<file path="config.mk">
export PLATFORM = sky130hd
export DESIGN_NAME = alu_issue_flat
export DESIGN_NICKNAME = d
export VERILOG_FILES = /design/src/rtl/mips_pkg.sv /design/src/rtl/alu_issue_if.sv /design/src/rtl/alu_issue_dec.sv /design/src/rtl/alu_issue.sv /design/src/flat_wrapper.sv
export SDC_FILE = /design/constraint.sdc
export NUM_CORES = 1
export LEC_CHECK = 0
export CAP_MARGIN = 20
export CORE_ASPECT_RATIO = 1.75
export CORE_MARGIN = 4
export CORE_UTILIZATION = 32
export CTS_CLUSTER_DIAMETER = 60
export DETAILED_ROUTE_END_ITERATION = 10
export PLACE_DENSITY = 0.66
export RECOVER_POWER = 50
export SLEW_MARGIN = 20
export SYNTH_ARGS = -nofsm -noshare
export SYNTH_HDL_FRONTEND = slang
export SYNTH_SLANG_ARGS = --single-unit
</file>
<file path="constraint.sdc">
create_clock -name i_clk -period 1.59 [get_ports i_clk]
set_input_delay 0.318 -clock i_clk [delete_from_list [all_inputs] [get_ports i_clk]]
set_output_delay 0.318 -clock i_clk [all_outputs]
set_load 0.005 [all_outputs]
</file>
<file path="src/rtl/mips_pkg.sv">
// Shared MIPS execute-stage definitions: ALU function codes, opcodes and the
// decoded-instruction bundle handed from the decoder to the issue stage.
package mips_pkg;

  localparam int P_XLEN  = 32;
  localparam int P_RF_AW = 5;

  localparam logic [5:0] F_SLL   = 6'b000000;
  localparam logic [5:0] F_SRL   = 6'b000010;
  localparam logic [5:0] F_SRA   = 6'b000011;
  localparam logic [5:0] F_SLLV  = 6'b000100;
  localparam logic [5:0] F_SRLV  = 6'b000110;
  localparam logic [5:0] F_SRAV  = 6'b000111;
  localparam logic [5:0] F_ADD   = 6'b100000;
  localparam logic [5:0] F_ADDU  = 6'b100001;
  localparam logic [5:0] F_SUB   = 6'b100010;
  localparam logic [5:0] F_SUBU  = 6'b100011;
  localparam logic [5:0] F_AND   = 6'b100100;
  localparam logic [5:0] F_OR    = 6'b100101;
  localparam logic [5:0] F_XOR   = 6'b100110;
  localparam logic [5:0] F_NOR   = 6'b100111;
  localparam logic [5:0] F_SLT   = 6'b101010;
  localparam logic [5:0] F_SLTU  = 6'b101011;
  localparam logic [5:0] F_LUI   = 6'b111100;
  localparam logic [5:0] F_ROTR  = 6'b111110;
  localparam logic [5:0] F_ROTRV = 6'b111111;

  localparam logic [5:0] OP_RTYPE = 6'b000000;
  localparam logic [5:0] OP_ADDI  = 6'b001000;
  localparam logic [5:0] OP_ADDIU = 6'b001001;
  localparam logic [5:0] OP_SLTI  = 6'b001010;
  localparam logic [5:0] OP_SLTIU = 6'b001011;
  localparam logic [5:0] OP_ANDI  = 6'b001100;
  localparam logic [5:0] OP_ORI   = 6'b001101;
  localparam logic [5:0] OP_XORI  = 6'b001110;
  localparam logic [5:0] OP_LUI   = 6'b001111;

  typedef struct packed {
    logic [5:0]         control;
    logic [P_XLEN-1:0]  op1;
    logic [P_XLEN-1:0]  op2;
    logic [P_RF_AW-1:0] dest;
    logic               illegal;
    logic               ovf_chk;
  } dec_t;

endpackage

</file>
<file path="src/rtl/alu_issue_if.sv">
// Issue-unit bus: upstream instruction handshake, ALU drive/return, retire handshake.
interface alu_issue_if
  import mips_pkg::*;
#(
  parameter int XLEN  = P_XLEN,
  parameter int RF_AW = P_RF_AW
) ();
  logic             i_valid;
  logic             o_ready;
  logic [31:0]      i_instr;
  logic [XLEN-1:0]  i_rs_val;
  logic [XLEN-1:0]  i_rt_val;
  logic             i_flush;
  logic [XLEN-1:0]  o_alu_op1;
  logic [XLEN-1:0]  o_alu_op2;
  logic [5:0]       o_alu_control;
  logic [XLEN-1:0]  i_alu_result;
  logic             i_alu_overflow;
  logic             i_alu_zf;
  logic             o_valid;
  logic             i_ready;
  logic [XLEN-1:0]  o_result;
  logic [RF_AW-1:0] o_dest;
  logic             o_wen;
  logic             o_ovf;
  logic             o_zf;
  logic             o_illegal;

  modport slave (
    input  i_valid, i_instr, i_rs_val, i_rt_val, i_flush,
           i_alu_result, i_alu_overflow, i_alu_zf, i_ready,
    output o_ready, o_alu_op1, o_alu_op2, o_alu_control,
           o_valid, o_result, o_dest, o_wen, o_ovf, o_zf, o_illegal
  );

  modport master (
    output i_valid, i_instr, i_rs_val, i_rt_val, i_flush,
           i_alu_result, i_alu_overflow, i_alu_zf, i_ready,
    input  o_ready, o_alu_op1, o_alu_op2, o_alu_control,
           o_valid, o_result, o_dest, o_wen, o_ovf, o_zf, o_illegal
  );
endinterface

</file>
<file path="src/rtl/alu_issue_dec.sv">
// Combinational MIPS decoder: instruction word plus rs/rt values into an ALU
// function code, operand pair, destination and illegal/overflow-check flags.
module alu_issue_dec
  import mips_pkg::*;
(
  input  logic [31:0]       instr,
  input  logic [P_XLEN-1:0] rs_val,
  input  logic [P_XLEN-1:0] rt_val,
  output dec_t              dec
);
  logic [5:0]  opcode, funct;
  logic [4:0]  rt, rd, shamt;
  logic [15:0] imm;
  logic        unused_rs_bits;

  assign opcode = instr[31:26];
  assign funct  = instr[5:0];
  assign rt     = instr[20:16];
  assign rd     = instr[15:11];
  assign shamt  = instr[10:6];
  assign imm    = instr[15:0];
  assign unused_rs_bits = ^instr[25:22];

  always_comb begin
    dec         = '0;
    dec.op1     = rs_val;
    dec.op2     = rt_val;
    dec.dest    = rt;
    dec.control = F_SLL;
    unique case (opcode)
      OP_RTYPE: begin
        dec.dest = rd;
        case (funct)
          F_SLL, F_SRA: begin
            dec.control = funct;
            dec.op1     = {{(P_XLEN-5){1'b0}}, shamt};
          end
          // bit 21 (rs field) selects the rotate form of SRL
          F_SRL: begin
            dec.control = instr[21] ? F_ROTR : F_SRL;
            dec.op1     = {{(P_XLEN-5){1'b0}}, shamt};
          end
          F_SRLV:                          dec.control = instr[6] ? F_ROTRV : F_SRLV;
          F_ADD, F_SUB: begin
            dec.control = funct;
            dec.ovf_chk = 1'b1;
          end
          F_SLLV, F_SRAV, F_ADDU, F_SUBU, F_AND, F_OR,
          F_XOR, F_NOR, F_SLT, F_SLTU:     dec.control = funct;
          default:                         dec.illegal = 1'b1;
        endcase
      end
      OP_ADDI: begin
        dec.control = F_ADD;
        dec.op2     = {{(P_XLEN-16){imm[15]}}, imm};
        dec.ovf_chk = 1'b1;
      end
      OP_ADDIU: begin dec.control = F_ADDU; dec.op2 = {{(P_XLEN-16){imm[15]}}, imm}; end
      OP_SLTI:  begin dec.control = F_SLT;  dec.op2 = {{(P_XLEN-16){imm[15]}}, imm}; end
      OP_SLTIU: begin dec.control = F_SLTU; dec.op2 = {{(P_XLEN-16){imm[15]}}, imm}; end
      OP_ANDI:  begin dec.control = F_AND;  dec.op2 = {{(P_XLEN-16){1'b0}}, imm}; end
      OP_ORI:   begin dec.control = F_OR;   dec.op2 = {{(P_XLEN-16){1'b0}}, imm}; end
      OP_XORI:  begin dec.control = F_XOR;  dec.op2 = {{(P_XLEN-16){1'b0}}, imm}; end
      OP_LUI:   begin dec.control = F_LUI;  dec.op2 = {{(P_XLEN-16){1'b0}}, imm}; end
      default:  dec.illegal = 1'b1;
    endcase
    // illegal entries drive a harmless all-zero ALU op
    if (dec.illegal) begin
      dec.control = 6'b000000;
      dec.op1     = '0;
      dec.op2     = '0;
      dec.ovf_chk = 1'b0;
    end
  end
endmodule

</file>
<file path="src/rtl/alu_issue.sv">
// Two-stage execute issue/retire: E1 holds the decoded op driving the external
// combinational ALU, E2 captures its result for retire under valid/ready.
module alu_issue
  import mips_pkg::*;
#(
  parameter int XLEN  = P_XLEN,
  parameter int RF_AW = P_RF_AW
) (
  input logic       i_clk,
  input logic       i_rst,
  alu_issue_if.slave bus
);
  dec_t dec;

  alu_issue_dec u_dec (
    .instr  (bus.i_instr),
    .rs_val (bus.i_rs_val),
    .rt_val (bus.i_rt_val),
    .dec    (dec)
  );

  logic             e1_vld_q, e1_vld_d;
  dec_t             e1_q, e1_d;
  logic             e2_vld_q, e2_vld_d;
  logic [XLEN-1:0]  e2_res_q, e2_res_d;
  logic [RF_AW-1:0] e2_dest_q, e2_dest_d;
  logic             e2_wen_q, e2_wen_d;
  logic             e2_ovf_q, e2_ovf_d;
  logic             e2_zf_q, e2_zf_d;
  logic             e2_ill_q, e2_ill_d;
  logic             e2_load, ready, accept, ovf;

  always_comb begin
    e2_load = !e2_vld_q || bus.i_ready;
    ready   = !e1_vld_q || e2_load;
    accept  = bus.i_valid && ready;
    ovf     = bus.i_alu_overflow && e1_q.ovf_chk;

    e1_vld_d  = e1_vld_q;
    e1_d      = e1_q;
    e2_vld_d  = e2_vld_q;
    e2_res_d  = e2_res_q;
    e2_dest_d = e2_dest_q;
    e2_wen_d  = e2_wen_q;
    e2_ovf_d  = e2_ovf_q;
    e2_zf_d   = e2_zf_q;
    e2_ill_d  = e2_ill_q;

    if (bus.i_flush) begin
      e1_vld_d = 1'b0;
    end else if (accept) begin
      e1_vld_d = 1'b1;
      e1_d     = dec;
    end else if (e2_load) begin
      e1_vld_d = 1'b0;
    end

    if (bus.i_flush) begin
      e2_vld_d = 1'b0;
      e2_wen_d = 1'b0;
    end else if (e2_load) begin
      e2_vld_d = e1_vld_q;
      e2_wen_d = 1'b0;
      e2_ovf_d = 1'b0;
      e2_zf_d  = 1'b0;
      e2_ill_d = 1'b0;
      if (e1_vld_q) begin
        e2_res_d  = e1_q.illegal ? '0 : bus.i_alu_result;
        e2_dest_d = e1_q.dest;
        e2_ovf_d  = ovf;
        e2_zf_d   = bus.i_alu_zf;
        e2_ill_d  = e1_q.illegal;
        e2_wen_d  = !e1_q.illegal && !ovf && (e1_q.dest != '0);
      end
    end
  end

  always_ff @(posedge i_clk) begin
    if (i_rst) begin
      e1_vld_q  <= 1'b0;
      e1_q      <= '0;
      e2_vld_q  <= 1'b0;
      e2_res_q  <= '0;
      e2_dest_q <= '0;
      e2_wen_q  <= 1'b0;
      e2_ovf_q  <= 1'b0;
      e2_zf_q   <= 1'b0;
      e2_ill_q  <= 1'b0;
    end else begin
      e1_vld_q  <= e1_vld_d;
      e1_q      <= e1_d;
      e2_vld_q  <= e2_vld_d;
      e2_res_q  <= e2_res_d;
      e2_dest_q <= e2_dest_d;
      e2_wen_q  <= e2_wen_d;
      e2_ovf_q  <= e2_ovf_d;
      e2_zf_q   <= e2_zf_d;
      e2_ill_q  <= e2_ill_d;
    end
  end

  assign bus.o_ready       = ready;
  assign bus.o_alu_op1     = e1_q.op1;
  assign bus.o_alu_op2     = e1_q.op2;
  assign bus.o_alu_control = e1_q.control;
  assign bus.o_valid       = e2_vld_q;
  assign bus.o_result      = e2_res_q;
  assign bus.o_dest        = e2_dest_q;
  assign bus.o_wen         = e2_wen_q;
  assign bus.o_ovf         = e2_ovf_q;
  assign bus.o_zf          = e2_zf_q;
  assign bus.o_illegal     = e2_ill_q;
endmodule
</file>
<file path="src/flat_wrapper.sv">
// flat-port wrapper written by rule: the top's interface ports become plain ports
module alu_issue_flat import mips_pkg::*;
#(
  parameter int XLEN  = P_XLEN,
  parameter int RF_AW = P_RF_AW
)
  (i_clk, i_rst, bus_i_valid, bus_i_instr, bus_i_rs_val, bus_i_rt_val, bus_i_flush, bus_i_alu_result, bus_i_alu_overflow, bus_i_alu_zf, bus_i_ready, bus_o_ready, bus_o_alu_op1, bus_o_alu_op2, bus_o_alu_control, bus_o_valid, bus_o_result, bus_o_dest, bus_o_wen, bus_o_ovf, bus_o_zf, bus_o_illegal);
  alu_issue_if #(.XLEN(XLEN), .RF_AW(RF_AW)) bus_i ();
  input logic i_clk;
  input logic i_rst;
  input wire logic [$bits(bus_i.i_valid)-1:0] bus_i_valid;
  input wire logic [$bits(bus_i.i_instr)-1:0] bus_i_instr;
  input wire logic [$bits(bus_i.i_rs_val)-1:0] bus_i_rs_val;
  input wire logic [$bits(bus_i.i_rt_val)-1:0] bus_i_rt_val;
  input wire logic [$bits(bus_i.i_flush)-1:0] bus_i_flush;
  input wire logic [$bits(bus_i.i_alu_result)-1:0] bus_i_alu_result;
  input wire logic [$bits(bus_i.i_alu_overflow)-1:0] bus_i_alu_overflow;
  input wire logic [$bits(bus_i.i_alu_zf)-1:0] bus_i_alu_zf;
  input wire logic [$bits(bus_i.i_ready)-1:0] bus_i_ready;
  output wire logic [$bits(bus_i.o_ready)-1:0] bus_o_ready;
  output wire logic [$bits(bus_i.o_alu_op1)-1:0] bus_o_alu_op1;
  output wire logic [$bits(bus_i.o_alu_op2)-1:0] bus_o_alu_op2;
  output wire logic [$bits(bus_i.o_alu_control)-1:0] bus_o_alu_control;
  output wire logic [$bits(bus_i.o_valid)-1:0] bus_o_valid;
  output wire logic [$bits(bus_i.o_result)-1:0] bus_o_result;
  output wire logic [$bits(bus_i.o_dest)-1:0] bus_o_dest;
  output wire logic [$bits(bus_i.o_wen)-1:0] bus_o_wen;
  output wire logic [$bits(bus_i.o_ovf)-1:0] bus_o_ovf;
  output wire logic [$bits(bus_i.o_zf)-1:0] bus_o_zf;
  output wire logic [$bits(bus_i.o_illegal)-1:0] bus_o_illegal;
  assign bus_i.i_valid = bus_i_valid;
  assign bus_i.i_instr = bus_i_instr;
  assign bus_i.i_rs_val = bus_i_rs_val;
  assign bus_i.i_rt_val = bus_i_rt_val;
  assign bus_i.i_flush = bus_i_flush;
  assign bus_i.i_alu_result = bus_i_alu_result;
  assign bus_i.i_alu_overflow = bus_i_alu_overflow;
  assign bus_i.i_alu_zf = bus_i_alu_zf;
  assign bus_i.i_ready = bus_i_ready;
  assign bus_o_ready = bus_i.o_ready;
  assign bus_o_alu_op1 = bus_i.o_alu_op1;
  assign bus_o_alu_op2 = bus_i.o_alu_op2;
  assign bus_o_alu_control = bus_i.o_alu_control;
  assign bus_o_valid = bus_i.o_valid;
  assign bus_o_result = bus_i.o_result;
  assign bus_o_dest = bus_i.o_dest;
  assign bus_o_wen = bus_i.o_wen;
  assign bus_o_ovf = bus_i.o_ovf;
  assign bus_o_zf = bus_i.o_zf;
  assign bus_o_illegal = bus_i.o_illegal;
  alu_issue #(.XLEN(XLEN), .RF_AW(RF_AW)) u_core (.i_clk(i_clk), .i_rst(i_rst), .bus(bus_i));
endmodule
</file>
==> results of run 1 <==
sequential cells by signal (all words and copies together) (netlist names):
name / cells
u_core.bus.o_valid: 1
u_core.e1_vld_q: 1
u_core.bus.o_zf: 1
u_core.bus.o_dest: 5
u_core.bus.o_result: 32
u_core.bus.o_alu_op2: 32
u_core.bus.o_ovf: 1
u_core.bus.o_alu_control: 6
u_core.bus.o_wen: 1
u_core.e1_q: 7
u_core.bus.o_alu_op1: 32
u_core.bus.o_illegal: 1
routing by layer:
metal / up-vias / GRT usage [%] / part of all wire (%) / wire, µm
met3: 41 / 4.83 / 5.7 / 1130
li1: 2668 / - / - / -
met4: 0 / 7.84 / 3.3 / 660
met2: 204 / 36.2 / 55 / 10800
met5: - / 0 / 0 / 0
met1: 2550 / 19.7 / 36 / 7130
final cells by class:
class                      instances  area [µm²]  area share (%)
clock buffer                      17         425            4.67
clock inverter                    15         189            2.07
inverter                           5        18.8           0.206
multi-input combinational        406        2590            28.4
sequential                       120        2410            26.4
tap                              227         284            3.11
timing repair buffer             327        3210            35.2
kinds of logic after synthesis:
family	Yosys count	share of synthesized area (%)
simple gates	237	21.7
compound gates	142	16.3
buf+inv	128	14.0
flops	120	42.8
mux	27	5.17
where the power goes:
group / switching [mW] / internal (mW) / leakage [nW] / total [mW]
clock network: 1.54 / 2.50 / 0.295 / 4.04
logic: 0.409 / 0.569 / 2.21 / 0.978
registers: 0.0310 / 3.06 / 0.972 / 3.09
cell usage in the layout, fill, tap and decap left out, drive strengths merged, types with 2 or more instances in the layout:
cell type / instances
clkinv: 5
nand3b: 36
a211oi: 7
bufinv: 3
dlymetal6s2s: 2
nor4: 2
buf: 86
a21oi: 92
dfxtp: 120
o2111ai: 3
inv: 10
and2: 2
nor3: 8
nand2b: 3
mux2: 16
clkbuf: 22
nand2: 100
nor2: 30
o21ai: 6
nor3b: 2
clkdlybuf4s50: 126
nand3: 21
clkinvlp: 2
o2bb2ai: 22
nand4: 28
clkdlybuf4s15: 3
or4: 2
mux2i: 11
dlygate4sd2: 54
clkdlybuf4s25: 51
repair_timing:
action,4_1_cts,5_1_grt
hold buffers,0,0
pin swaps,10,45
setup buffers,7,3
gates resized for setup,90,91
setup endpoints to repair,124,116
cloned,1,3
Yosys cell counts, types with 7 or more instances:
library cell and count:
nor2_1 29, a211oi_1 7, dfxtp_1 120, buf_4 73
mux2i_1 11, o2bb2ai_1 22, nand4_1 28, nand2_1 99
clkbuf_1 35, mux2_2 16, buf_2 13, nand3_1 21
a21oi_1 89, nand3b_1 36
worst paths after layout:
check	startpoint	to	slack, ns	cells past startpoint
setup / recovery	bus_i_instr[27]	u_core.bus.o_alu_control[4]$_SDFFE_PP0P_	-0.0007	9
hold reg to reg	u_core.bus.o_result[24]$_SDFFE_PP0P_	u_core.bus.o_result[24]$_SDFFE_PP0P_	0.45	2
setup reg to reg	u_core.bus.o_valid$_SDFFE_PP0P_	u_core.bus.o_alu_op1[26]$_SDFFE_PP0P_	0.08	7
hold / removal	i_rst	u_core.bus.o_ovf$_SDFFE_PP0P_	0.21	2
through the flow:
| step | hold slack [ns] | cells | utilization (%) | TNS [ns] |
|---|---|---|---|---|
| global placement | 0.437 | 1071 | 48.1 | -53.39 |
| floorplan | 0.432 | 654 | - | -0.192 |
| finish | 0.205 | 1117 | 53.3 | -0.000718 |
| global route | 0.212 | 1117 | 53.3 | -0.386 |
| detailed placement | 0.442 | 1071 | 48.1 | -57.39 |
| CTS | 0.189 | 1111 | 51.8 | 0 |
==> flow_summary.json, run 1 <==
{
  "status": "finished with violations",
  "violations": "setup timing",
  "core-area_um2": 17100,
  "vias": 5463,
  "start_util_pct": 32.8,
  "grt_usage_pct": 19.2,
  "grt_start_max_net_pins": 64,
  "clock_latency_ns": 0.41,
  "clk_pin_slew_worst_paths_ns": 0.06,
  "tritoncts": "done",
  "drt_iter0_drc": 200,
  "syn-mean-instance-area_um2": 8.58,
  "required_ns": 1.93,
  "grt_pass1_vias": 5403,
  "drtAntennaViolNets": 0,
  "setup.worst_path.start_class": "input port",
  "hpwl_um": 14000,
  "ys_ff_latch": 120,
  "synth_nets": 789,
  "numClockSinks": 120,
  "grt_pass1_wl_um": 29700,
  "yosysTopAreaCellShare_pct": 42.8,
  "period_share_pct": 100,
  "rsz0062_at_grt": "yes",
  "slowest_delay_ns": 0.38,
  "synth_ff_type": "dfxtp_1",
  "die_area_um2": 19800,
  "crit_buf_inv": 4,
  "critPathMaxFanout": 8,
  "ir_drop_uv": 634,
  "drc_errors": 0,
  "cp_slowest_cell": "o41ai_4",
  "final_layout_size_suffix_gt1_share_pct": 20.1,
  "slew_violations": 0,
  "synth_edf_count": 0,
  "clock_path_buffers": 2,
  "hold_viol_final": 0,
  "p_leak_nw": 3.47,
  "insertedDiodeCount": 0,
  "power_density_nw_per_um2": 888,
  "drt_pass1_iterations": 6,
  "place.gp.congestion": 0.875,
  "numPortBuffers": 243,
  "crit_type": "input port to flop",
  "vias_per_cell": 4.89,
  "h-tree-depth": 4,
  "fin_area_um2": 9120,
  "synthCells": 654,
  "io_pins": 248,
  "final.min_clock_period_ns": 1.59,
  "synth_warnings": 0,
  "areaGrowthSynthToFinish_pct": 62.5,
  "syn_area_um2": 5610,
  "hold_path.class": "input port to flop",
  "cts_buffers": 17,
  "setup_viol": 1,
  "crit_top_cell": "buf_6",
  "cp-end-kind": "flop",
  "worstPathArrival_ns": 1.93,
  "totalWireLength_um": 19700,
  "n_fill_cell": 1635,
  "crit_chain": "buf_8 -> nor3_4 -> nand2_2 -> buf_6 -> o41ai_4 -> buf_6 -> nand3b_1 -> buf_6 -> o2bb2ai_2",
  "layout.nets": 1012,
  "synth.distinct_cells": 48,
  "relSlewSlack_pct": 77.2,
  "p_total_mw": 8.10,
  "finClkSkew_ns": 0.0125,
  "clock-root-buffer": "clkbuf_16",
  "fin_ws_ns": -0.000718,
  "clock.fmax_mhz": 629,
  "placed_area_um2": 8230,
  "postSynth.asyncResetShare_pct": 0,
  "rows": 63,
  "synth_seq_area_share_pct": 42.8,
  "worstMarginPinSlew_ns": 0.333,
  "path_delay_family": "buffers and inverters",
  "preCtsSetupSlack_ns": -0.754,
  "die_h_um": 183,
  "ys_top_cells_by_area": "dfxtp_1 43%, buf_4 9.8%, a21oi_1 7.9%",
  "gr-total-overflow": 0,
  "die_width_um": 108,
  "avgRoutedWirePerCell_um": 17.7,
  "antenna_found_initial": 0,
  "yosys.area.top_type": "dfxtp_1",
  "cap_violations": 0
}
Note: power is estimated with default switching activity, not from simulation.
==> inputs of run 2 (changes only) <==
--- a/config.mk
+++ b/config.mk
@@ -5,6 +5,7 @@
 export SDC_FILE = /design/constraint.sdc
 export NUM_CORES = 1
 export LEC_CHECK = 0
+export ABC_CLOCK_PERIOD_IN_PS = 1590
 export CAP_MARGIN = 20
 export CORE_ASPECT_RATIO = 1.75
 export CORE_MARGIN = 4
==> results of run 2 <==
Same layout as run 1: the final DEF is identical, and so are final timing and power.
==> inputs of run 3 (changes only) <==
--- a/config.mk
+++ b/config.mk
@@ -5,14 +5,13 @@
 export SDC_FILE = /design/constraint.sdc
 export NUM_CORES = 1
 export LEC_CHECK = 0
-export ABC_CLOCK_PERIOD_IN_PS = 1590
+export ABC_CLOCK_PERIOD_IN_PS = 2000
 export CAP_MARGIN = 20
 export CORE_ASPECT_RATIO = 1.75
 export CORE_MARGIN = 4
 export CORE_UTILIZATION = 32
 export CTS_CLUSTER_DIAMETER = 60
 export DETAILED_ROUTE_END_ITERATION = 10
-export PLACE_DENSITY = 0.66
 export RECOVER_POWER = 50
 export SLEW_MARGIN = 20
 export SYNTH_ARGS = -nofsm -noshare
==> constraint.sdc (replaced) <==
create_clock -name i_clk -period 2 [get_ports i_clk]
set_input_delay 0.4 -clock i_clk [delete_from_list [all_inputs] [get_ports i_clk]]
set_output_delay 0.4 -clock i_clk [all_outputs]
set_load 0.005 [all_outputs]
==> flow_summary.json, run 3 (same netlist as run 1, synthesis figures left out) <==
{
  "hold_path.class": "input port to flop",
  "hold_viol_final": 0,
  "dp_cells": 1054,
  "grt_pass1_vias": 5478,
  "setup.worst_path.start_class": "input port",
  "layout_commonest_cell": "clkdlybuf4s50_1",
  "grt_start_max_net_pins": 38,
  "io_pins": 248,
  "fin_hold_ws_ns": 0.353,
  "placed_area_um2": 8100,
  "clock-root-buffer": "clkbuf_16",
  "numClockSinks": 120,
  "core-area_um2": 17100,
  "seq_power_share_pct": 38.5,
  "ir_drop_uv": 516,
  "drt_pass1_iterations": 4,
  "die_area_um2": 19800,
  "die_h_um": 183,
  "grt_pass1_wl_um": 28400,
  "p_int_mw": 4.89,
  "clk_pin_slew_worst_paths_ns": 0.05,
  "crit_chain": "clkdlybuf4s50_1 -> buf_4 -> a21oi_2 -> or4_4 -> a221o_1 -> a21oi_2",
  "worstMarginPinSlew_ns": 0.366,
  "place.gp.congestion": 0.836,
  "cts_buffers": 17,
  "finClkSkew_ns": 0.00742,
  "final_cell_mix": "168 x clkdlybuf4s50_1, 120 x dfxtp_1, 99 x nand2_1",
  "areaGrowthSynthToFinish_pct": 56.0,
  "relSlewSlack_pct": 75.0,
  "crit_buf_inv": 2,
  "slowest_delay_ns": 0.54,
  "period_share_pct": 93.9,
  "hp-start": "i_rst",
  "clock_path_buffers": 2,
  "layout.nets": 985,
  "rows": 63,
  "drc_errors": 0,
  "clock_latency_ns": 0.41,
  "required_ns": 2.34,
  "setup_viol": 0,
  "final.min_clock_period_ns": 1.88,
  "status": "finished, final reports clean",
  "r2r_start": "u_core.bus.o_valid$_SDFFE_PP0P_",
  "path_delay_family": "buffers and inverters",
  "crit_type": "input port to flop",
  "antenna_found_initial": 2,
  "h-tree-depth": 4,
  "die_width_um": 108,
  "r2r_slack_ns": 0.45,
  "r2r_cells": 8,
  "power_frac_comb_pct": 11.3,
  "final_layout_size_suffix_gt1_share_pct": 14.0,
  "gr-total-overflow": 0,
  "totalWireLength_um": 18700,
  "cp-end-kind": "flop",
  "critPathMaxFanout": 5,
  "hpwl_um": 14100,
  "grt_usage_pct": 18.4,
  "postCtsHoldBufs": 0,
  "vias_per_cell": 4.87,
  "power_density_nw_per_um2": 728,
  "clkPwrFrac_pct": 50.3,
  "tns_ns": 0,
  "min_to": "u_core.bus.o_alu_control[0]$_SDFFE_PP0P_",
  "r2r-end": "u_core.bus.o_alu_op1[11]$_SDFFE_PP0P_",
  "rsz0062_at_grt": "no",
  "cap_violations": 0,
  "vias": 5317,
  "tritoncts": "done",
  "cp_slowest_cell": "clkdlybuf4s50_1",
  "slew_violations": 0,
  "drt_iter0_drc": 211,
  "final_util_pct": 51.2,
  "swShare_pct": 23.2,
  "numPortBuffers": 243,
  "min_path_cells": 2,
  "drtAntennaViolNets": 0,
  "crit_top_cell": "a21oi_2",
  "p_switching_mw": 1.48,
  "start_util_pct": 32.8,
  "worstPathArrival_ns": 2.22,
  "fin_area_um2": 8760,
  "p_leak_nw": 3.29,
  "layout.cells.non_filler": 1092,
  "avgRoutedWirePerCell_um": 17.1,
  "clock.fmax_mhz": 533
}
[run 3: repair_timing]
item                                    CTS  global route
buffers inserted                          1             2
pin swaps                                 0             3
gates resized for setup                   1             2
endpoints found under the setup margin    1            31
gates cloned                              0             1
endpoints found under the hold margin     0             0
[run 3: through the flow]
step | worst slack, ns | total power, mW
3_3_place_gp | -0.283 | 3.22
6_report | 0.123 | 6.37
2_1_floorplan | 0.274 | 2.77
4_1_cts | 0.0658 | 6.46
3_5_place_dp | -0.384 | 3.23
5_1_grt | 0.00310 | 6.62
[run 3: worst max path at each step]
stage	start	end	slack, ns	depth (start not counted)
final	bus_i_instr[5]	u_core.bus.o_alu_control[0]$_SDFFE_PP0P_	0.12	6
after global routing	bus_i_instr[26]	u_core.bus.o_alu_op2[17]$_SDFFE_PP0P_	0.003	9
after CTS	bus_i_instr[5]	u_core.bus.o_alu_op1[3]$_SDFFE_PP0P_	0.07	6
after detailed placement	bus_i_instr[5]	u_core.bus.o_alu_op1[3]$_SDFFE_PP0P_	-0.38	6
after global placement	bus_i_instr[5]	u_core.bus.o_alu_control[0]$_SDFFE_PP0P_	-0.28	6
after floorplan	bus_i_instr[5]	u_core.bus.o_alu_control[0]$_SDFFE_PP0P_	0.27	6
[run 3: cell type report]
type	instances	area (µm²)
timing repair buffer	300	2990
multi-input combinational	406	2440
antenna	2	5.00
sequential	120	2400
clock inverter	13	169
inverter	5	18.8
clock buffer	19	453
fill	1656	8350
tap	227	284
[run 3: metal layers]
| layer | global-route usage, % | part of all wire, % | up-vias |
|---|---|---|---|
| met2 | 33.8 | 54 | 167 |
| met4 | 9.20 | 3.8 | 0 |
| met1 | 18.5 | 36 | 2494 |
| met5 | 0 | 0 | - |
| li1 | - | - | 2615 |
| met3 | 5.60 | 6.6 | 41 |
[run 3: power by group through the flow]
stage	clock network, mW	logic [mW]	registers, mW
after global placement	0	0.712	2.50
after CTS	3.28	0.728	2.45
after floorplan	0	0.275	2.50
after global routing	3.39	0.773	2.46
final	3.20	0.717	2.45
after detailed placement	0	0.724	2.51
